## src/rtl/fir_pkg.sv

```systemverilog
// fir_pkg: shared sample width, FIR round length and feeder state encoding
package fir_pkg;
    localparam int WI        = 2;
    localparam int WF        = 10;
    localparam int SAMPLE_W  = WI + WF;
    localparam int CYCLE_NUM = 4;
    typedef enum logic [1:0] {
        F_IDLE  = 2'b00,
        F_ISSUE = 2'b01,
        F_WAIT  = 2'b10
    } feed_state_t;
endpackage

```

## src/rtl/sync_fifo.sv

```systemverilog
// sync_fifo: synchronous FIFO with registered pointers and occupancy over distributed-RAM storage
module sync_fifo #(
    parameter int DEPTH = 16,
    parameter int WIDTH = 12,
    parameter int LW    = $clog2(DEPTH) + 1
) (
    input  logic             CLK,
    input  logic             RST,
    input  logic             push_i,
    input  logic             pop_i,
    input  logic [WIDTH-1:0] wdata_i,
    output logic [WIDTH-1:0] rdata_o,
    output logic [LW-1:0]    level_o,
    output logic             full_o,
    output logic             empty_o
);
    localparam int AW = $clog2(DEPTH);
    logic [WIDTH-1:0] mem [DEPTH];
    logic [AW-1:0]    wr_ptr_q, wr_ptr_d, rd_ptr_q, rd_ptr_d;
    logic [LW-1:0]    level_q, level_d;
    logic             do_push, do_pop;
    assign full_o  = level_q == LW'(DEPTH);
    assign empty_o = level_q == '0;
    assign level_o = level_q;
    assign rdata_o = mem[rd_ptr_q];
    // gating here guarantees neither pointer can overrun the other
    always_comb begin
        do_push  = push_i && !full_o;
        do_pop   = pop_i && !empty_o;
        wr_ptr_d = wr_ptr_q + AW'(do_push);
        rd_ptr_d = rd_ptr_q + AW'(do_pop);
        level_d  = level_q + LW'(do_push) - LW'(do_pop);
    end
    always_ff @(posedge CLK) begin
        if (RST) begin
            wr_ptr_q <= '0;
            rd_ptr_q <= '0;
            level_q  <= '0;
        end else begin
            wr_ptr_q <= wr_ptr_d;
            rd_ptr_q <= rd_ptr_d;
            level_q  <= level_d;
        end
    end
    always_ff @(posedge CLK) begin
        if (do_push) mem[wr_ptr_q] <= wdata_i;
    end
endmodule

```

## src/rtl/fir_sample_feeder.sv

```systemverilog
// fir_sample_feeder: buffers source samples and hands them to the time-multiplexed FIR one round at a time
module fir_sample_feeder
    import fir_pkg::*;
#(
    parameter int WI      = 2,
    parameter int WF      = 10,
    parameter int DEPTH   = 16,
    parameter int TIMEOUT = 32,
    parameter int LW      = $clog2(DEPTH) + 1
) (
    input  logic                       CLK,
    input  logic                       RST,
    input  logic signed [WI+WF-1:0]    s_data_i,
    input  logic                       s_valid_i,
    output logic                       s_ready_o,
    output logic signed [WI+WF-1:0]    x_o,
    output logic                       in_valid_o,
    input  logic                       fir_out_valid_i,
    output logic [LW-1:0]              level_o,
    output logic                       busy_o,
    output logic                       ovf_o,
    output logic                       tmo_err_o
);
    localparam int SW = WI + WF;
    localparam int WW = $clog2(TIMEOUT);
    if (TIMEOUT <= CYCLE_NUM + 2) begin : g_bad_timeout
        $error("TIMEOUT must exceed CYCLE_NUM+2");
    end
    if (DEPTH < 2 || (DEPTH & (DEPTH - 1)) != 0) begin : g_bad_depth
        $error("DEPTH must be a power of 2, at least 2");
    end
    feed_state_t    state_q;
    logic [SW-1:0]  x_q, rdata;
    logic [WW-1:0]  wd_q;
    logic           in_valid_q, ovf_q, tmo_q, full, empty, pop;
    sync_fifo #(.DEPTH(DEPTH), .WIDTH(SW), .LW(LW)) u_fifo (
        .CLK     (CLK),
        .RST     (RST),
        .push_i  (s_valid_i),
        .pop_i   (pop),
        .wdata_i (s_data_i),
        .rdata_o (rdata),
        .level_o (level_o),
        .full_o  (full),
        .empty_o (empty)
    );
    assign pop        = state_q == F_IDLE && !empty;
    assign s_ready_o  = !full;
    assign x_o        = x_q;
    assign in_valid_o = in_valid_q;
    assign busy_o     = state_q != F_IDLE;
    assign ovf_o      = ovf_q;
    assign tmo_err_o  = tmo_q;
    // x only changes on the IDLE load, so it is stable through the FIR's shift edge
    always_ff @(posedge CLK) begin
        if (RST) begin
            state_q    <= F_IDLE;
            x_q        <= '0;
            in_valid_q <= 1'b0;
            wd_q       <= '0;
            ovf_q      <= 1'b0;
            tmo_q      <= 1'b0;
        end else begin
            if (s_valid_i && full) ovf_q <= 1'b1;
            case (state_q)
                F_IDLE: if (!empty) begin
                    x_q        <= rdata;
                    in_valid_q <= 1'b1;
                    state_q    <= F_ISSUE;
                end
                F_ISSUE: begin
                    in_valid_q <= 1'b0;
                    wd_q       <= '0;
                    state_q    <= F_WAIT;
                end
                F_WAIT: if (fir_out_valid_i) state_q <= F_IDLE;
                else if (wd_q == WW'(TIMEOUT - 1)) begin
                    tmo_q   <= 1'b1;
                    state_q <= F_IDLE;
                end else wd_q <= wd_q + 1'b1;
                default: state_q <= F_IDLE;
            endcase
        end
    end
endmodule

```

## config.mk

```make
export PLATFORM = sky130hd
export DESIGN_NAME = fir_sample_feeder
export DESIGN_NICKNAME = d
export VERILOG_FILES = /design/src/rtl/fir_pkg.sv /design/src/rtl/sync_fifo.sv /design/src/rtl/fir_sample_feeder.sv
export SDC_FILE = /design/constraint.sdc
export NUM_CORES = 1
export LEC_CHECK = 0
export ABC_AREA = 1
export ABC_CLOCK_PERIOD_IN_PS = 2700
export BUFFER_PORTS_ARGS = -buffer_cell sky130_fd_sc_hd__buf_4
export CAP_MARGIN = 40
export CORE_MARGIN = 2
export CORE_UTILIZATION = 61
export CTS_CLUSTER_DIAMETER = 200
export DETAILED_ROUTE_END_ITERATION = 10
export GPL_TIMING_DRIVEN = 0
export MAX_ROUTING_LAYER = met4
export PLACE_DENSITY = 0.85
export SYNTH_ARGS = -nofsm -noshare
export SYNTH_HDL_FRONTEND = slang
export SYNTH_SLANG_ARGS = --single-unit
```

## constraint.sdc

```tcl
create_clock -name CLK -period 2.7 [get_ports CLK]
set_input_delay 0.135 -clock CLK [delete_from_list [all_inputs] [get_ports CLK]]
set_output_delay 0.135 -clock CLK [all_outputs]
set_load 0.05 [all_outputs]
```

# After elaboration in Yosys (flattened, before gate mapping)

Memories as Yosys holds them, arrays and structs flattened. A register that Yosys moved wholly into a read port is not among the register bits.
Index checks and enable logic that the tools add are counted.

Order comparisons: 0
Bitwise logic cells: 2
Equality and inequality tests: 8
Shifts and indexed selects: 0
Divide/modulo/power cells: 0
Add/sub/neg operators: 5
Multiplexer cells: 11
Reduce and logical (&&, ||, !) cells: 16
Multipliers: 0

Operators with widths:

| cell                                                | number |
|---|---|
| equality test 5 bit, second input constant          | 2 |
| 2-to-1 mux 5 bit                                    | 2 |
| case mux 5 bit (2 select lines)                     | 1 |
| adder 4 x 1 -> 4 bit                                | 2 |
| 2-to-1 mux 2 bit                                    | 3 |
| inequality test 2 bit, second input constant        | 3 |
| case mux 2 bit (3 select lines)                     | 1 |
| AND reduction 2 bit                                 | 3 |
| AND reduction 3 bit                                 | 2 |
| nonzero test 2 bit                                  | 3 |
| adder 5 x 1 -> 5 bit                                | 1 |
| adder 5 x 1 -> 5 bit, second input constant         | 1 |
| logical NOT 5 bit                                   | 1 |
| subtractor 5 x 1 -> 5 bit                           | 1 |
| logical AND 1 bit                                   | 4 |
| 2-to-1 mux 1 bit                                    | 3 |
| inequality test 3 bit, second input constant        | 1 |
| equality test 2 x 1 -> 1 bit, second input constant | 1 |
| equality test 2 bit, second input constant          | 1 |
| logical NOT 1 bit                                   | 2 |
| logical NOT 2 bit                                   | 1 |
| NOT 1 bit                                           | 2 |
| case mux 1 bit (2 select lines)                     | 1 |

Word-level logic and storage cells: 51
Memories: 1
Bits in writable memories: 192
Bits in read-only memories: 0
Bits in registers: 23
Bits in latches: 0
Output and inout port bits: 22

Memory list:

| memory     | depth | width | rd ports | clocked after memory_dff | wr ports | line            | RTL |
|---|---|---|---|---|---|---|---|
| u_fifo.mem | 16    | 12    | 1        | 1                        | 1        | sync_fifo.sv:18 | `logic [WIDTH-1:0] mem [DEPTH];` |

# Logic depth before layout (Yosys ltp)

Word-level depth: 5
Mapped depth: 14
Gate-level depth less buffers: 13

# By module

A second synthesis with hierarchy kept.

Cells, all modules: 978
Area total of the unflattened synthesis: 9684.3 um2

By module, submodules not included:

| module            | seq. area each (um2) | area an instance (um2) | times used | cells an instance |
|---|---|---|---|---|
| sync_fifo         | 6025.8               | 8769.7                 | 1          | 859 |
| fir_sample_feeder | 440.4                | 914.6                  | 1          | 119 |

# Worst setup path before layout

Ideal clock, no wire load.

Path type: flip-flop to flip-flop
Start: register u_fifo.level_q[3], in the netlist u_fifo.level_o[3]
End: register u_fifo.level_q[4], in the netlist u_fifo.level_o[4]
Stages on the path, launching flop included: 12
Data arrival time: 2610 ps
Path slack: -32 ps
Buffers on the path: 0
Setup time: 122 ps
Clock period less this slack: 2732 ps
Required time: 2578 ps
Cell sequence: dfxtp_1 inv_1 ha_1 nand4_1 nand2_1 inv_1 ha_1 fa_1 a21oi_1 o21bai_1 o21ai_0 a21oi_1

Longest elaborated chain between the ends: 5
Elaborated cells between the ends (all ways): 9

RTL lines:

| item                      | line                    | RTL |
|---|---|---|
| start, declared           | sync_fifo.sv:20         | `logic [LW-1:0] level_q, level_d;` |
| start signal, assigned    | sync_fifo.sv:42         | `level_q <= level_d;` |
| equality test 5 bit       | sync_fifo.sv:22         | `assign full_o = level_q == LW'(DEPTH);` |
| logical NOT 1 bit         | --                      |  |
| named net s_ready_o       | fir_sample_feeder.sv:15 | `output logic s_ready_o,` |
| logical AND 1 bit         | sync_fifo.sv:28         | `do_push = push_i && !full_o;` |
| adder 5 x 1 -> 5 bit      | sync_fifo.sv:32         | `level_d = level_q + LW'(do_push) - LW'(do_pop);` |
| subtractor 5 x 1 -> 5 bit | sync_fifo.sv:32         |  |

The timed path passes the listed nets, and every way through them passes these cells.
A chain may end at the register's enable or synchronous reset.

# Worst setup path after layout

Start: register u_fifo.level_q[2], in the netlist u_fifo.level_o[2]
End: register u_fifo.level_q[4], in the netlist u_fifo.level_o[4]

Longest elaborated chain between the ends: 5
Elaborated cells between the ends (all ways): 9

RTL lines:

| item                                                      | line |
|---|---|
| equality test 5 bit or logical NOT 5 bit (tied branches)  | sync_fifo.sv:22, sync_fifo.sv:23 |
| logical NOT 1 bit, on equally long branches               | sync_fifo.sv:28, sync_fifo.sv:29, fir_sample_feeder.sv:47 |
| logical AND 1 bit, on equally long branches               | sync_fifo.sv:28, fir_sample_feeder.sv:47 |
| adder 5 x 1 -> 5 bit or logical AND 1 bit (tied branches) | sync_fifo.sv:32, sync_fifo.sv:29 |
| subtractor 5 x 1 -> 5 bit (*)                             | sync_fifo.sv:32 |

Mark *: on every way between the ends. The rest lies on a longest branch, timed or not.

==> key figures <==
Critical path
  – Crit. Startpoint: u_fifo.level_o[2]
  – Crit path kind: reg2reg
  – CP cell instances: inv_1 > ha_1 > nand4_1 > nand2_1 > inv_4 > ha_1 > inv_1 > ha_1 > fa_2 > a21oi_2 > o21bai_1 > o21ai_0 > a21oi_1
  – Reg2reg end: u_fifo.level_o[4]
  – Worst path arrival time: 2.87 ns
  – Crit-path max cell delay: 0.37 ns
  – Worst Setup Start Kind: flop
  – Most frequent CP cell: ha_1
  – Max Fanout on Critical Path: 18
  – R2R depth: 13
  – R2r startpoint: u_fifo.level_o[2]
  – WP data required: around 3.1 ns
  – Crit path max-delay family: adder cells
  – Worst path bufs/invs: 3
  – Register-to-register setup slack: 0.23 ns
  – Crit-path slowest cell: fa_2
  – Setup crit end kind: flop

Detailed routing
  – Initial DRT Pass Iterations: 5
  – Drt via density: 5.49
  – Vias: 7099
  – Final wirelength: ~24 mm
  – Post-DR wirelength/cell: 18.3 um
  – Initial DRC count: around 940
  – Routed Antenna Nets: 0
  – Drc violations: 0

Min path
  – Hold path start: RST
  – Hold path depth: 4
  – Worst hold path type: in2reg
  – Worst Hold End: x_o[2]

Flow run
  – Maximum capacitance violations: 0

Yosys
  – Mapped Cells: 971
  – Synthesized net count: 1000
  – Post-synthesis sequential element count: 227
  – Ys flop type: edfxtp_1
  – Post-synth top cells: nand2_1 (319), edfxtp_1 (192), nand3_1 (139), inv_1 (138), nor2_1 (59)
  – Most frequent cell after synthesis: nand2_1
  – Area leader, netlist: edfxtp_1
  – FFs w/ async S/R, synth: 0
  – Top area cells in the synthesized netlist: edfxtp_1 (59%), nand2_1 (12%), dfxtp_1 (7.2%)
  – EDFF count, synth: 192
  – Synthesized area: 9700 um2
  – Sequential fraction of the synthesis area: 0.666
  – Ys Warns: 0
  – Post-synth top area share: 0.594
  – Unique masters post-synth: 25
  – Syn avg cell area: 9.99 um2

CTS
  – H-tree depth: 1
  – Clk root buf: clkbuf_16
  – TritonCTS clock tree: built
  – Worst-path clk slew: ~0.06 ns
  – TritonCTS Buffers: 23
  – Clk_lat worst skew: 0.53 ns
  – Clock Sinks: approximately 230
  – Setup bufs post-CTS: 0
  – Clock buffer depth: 3

Place
  – Final Wtd Congestion: 0.903
  – IO buf count: 36
  – Hpwl dp: between 15 and 20 mm
  – Pre-CTS setup slack: -0.113 ns
  – Placed inst area: 10300 um2

Global route
  – First-pass GRT wire length: 35.4 mm
  – Antenna violations before repair: 1
  – Total grt overflow: 0
  – Largest net degree at the start of global routing: 19
  – GRT Util Overall: 0.294
  – Vias in the first global route: between 6k and 7k

STA
  – Actual slew at the worst max-slew pin: 0.739 ns
  – Final hold vios: 0
  – Max Clock Freq: 405 MHz
  – Final worst slack: about 0.23 ns
  – Slew Limit Headroom: 0.507
  – Final max-slew violation count: 0
  – Final setup fails: 0
  – Tmin final: 2.47 ns
  – Setup tns final: 0 ns
  – Final period util: 0.914
  – Unrepaired setup endpoints after global routing: no
  – Clock Skew: 0.0248 ns

Die
  – I/O Pins: 38
  – Die area: 16900 um2
  – Die X: about 130 um
  – Core Footprint: around 16000 um2
  – Initial Util: 0.618
  – Std cell rows: 46
  – Die span in y: 130 um

Power
  – Peak supply drop: approximately 0.65 mV
  – Leak Pwr: 4.87 nW
  – PwrDens: 971 nW/um2

Layout
  – NumNets Final: 1086
  – Layout cells sized above 1: 0.113
  – Area delta synth->final: 15.5%
  – Post-route cell area: 11200 um2

Status
  – Outcome: completed
## metrics by stage
| step | total power, W | utilization | hold slack, ns | cells |
|---|---|---|---|---|
| 2_1_floorplan | 0.00668 | - | 0.234 | 971 |
| 5_1_grt | 0.0114 | 0.713 | 0.104 | 1291 |
| 3_5_place_dp | 0.00776 | 0.658 | 0.456 | 1235 |
| 4_1_cts | 0.0108 | 0.713 | 0.0656 | 1290 |
| 6_report | 0.0109 | 0.714 | 0.0780 | 1292 |
| 3_3_place_gp | 0.00762 | 0.653 | 0.454 | 1223 |
## cells in the final DEF, fill, tap and decap left out, types with 9 or more instances in the layout
| master | n |
|---|---|
| buf_2 | 22 |
| clkbuf_16 | 23 |
| nand2_1 | 319 |
| nand3_1 | 139 |
| a21oi_1 | 12 |
| edfxtp_1 | 192 |
| buf_4 | 51 |
| clkbuf_1 | 9 |
| nor2_1 | 55 |
| dfxtp_1 | 34 |
| inv_1 | 138 |
| dlygate4sd3_1 | 14 |
| ha_1 | 12 |
## flip-flops by register name (all words and copies together) (netlist names)
name / cells
x_o: 12
ovf_o: 1
wd_q: 5
tmo_err_o: 1
u_fifo.wr_ptr_q: 4
u_fifo.level_o: 5
u_fifo.rd_ptr_q: 4
state_q: 2
in_valid_o: 1
u_fifo.mem: 192
## power breakdown
group | internal [W] | switching (W) | leakage [nW] | total [W]
Sequential | 0.00404 | 0.000114 | 2.02 | 0.00415
Clock | 0.00174 | 0.00130 | 0.354 | 0.00305
Combinational | 0.00112 | 0.00257 | 2.49 | 0.00369
## final cells by class
| cell class | instances | area (um2) |
|---|---|---|
| Clock buffer | 30 | 632 |
| Antenna cell | 2 | 5.00 |
| Inverter | 140 | 531 |
| Sequential cell | 227 | 6470 |
| Fill cell | 1051 | 4500 |
| Tap cell | 216 | 270 |
| Timing Repair Buffer | 62 | 500 |
| Clock inverter | 12 | 85.1 |
| Buffer | 43 | 246 |
| Multi-Input combinational cell | 560 | 2470 |
## per-layer routing
layer	routed length, um	vias up	share of wire	global-route usage
li1	-	3301	-	-
met1	8740	3317	0.37	0.370
met2	11600	398	0.49	0.482
met3	2380	83	0.10	0.0472
met4	915	0	0.039	0.121
met5	0	-	0	-
## kinds of logic (layout without fill, tap and decap cells)
logic type / after synthesis / in the layout / synth area share
compound gates: 21 / 21 / 0.0113
buf+inv: 184 / 287 / 0.0803
flops: 227 / 227 / 0.666
xor+xnor: 4 / 4 / 0.00361
simple gates: 522 / 522 / 0.221
fa+ha+maj: 13 / 13 / 0.0175
other cells: 0 / 2 / 0
## worst min-delay path, delay by kind of cell
family / cells / cell delay (ns)
buffers and inverters: 2 / 0.24
and+or+nand+nor: 2 / 0.20
## what timing repair did
action / in CTS / in global routing
cloned: 0 / 0
hold endpoints to repair: 148 / 0
hold buffers: 14 / 0
endpoints found under the setup margin: 1 / 1
gates resized for setup: 2 / 2
## worst max-delay path by stage
| stage | cells after the start | to |
|---|---|---|
| after floorplan | 9 | u_fifo.level_o[4] |
| after global placement | 14 | u_fifo.level_o[4] |
| after detailed placement | 14 | u_fifo.level_o[4] |
| after CTS | 13 | u_fifo.level_o[4] |
| after global routing | 13 | u_fifo.level_o[4] |
| final | 13 | u_fifo.level_o[4] |
No activity file was read; power rests on OpenSTA's default activity.
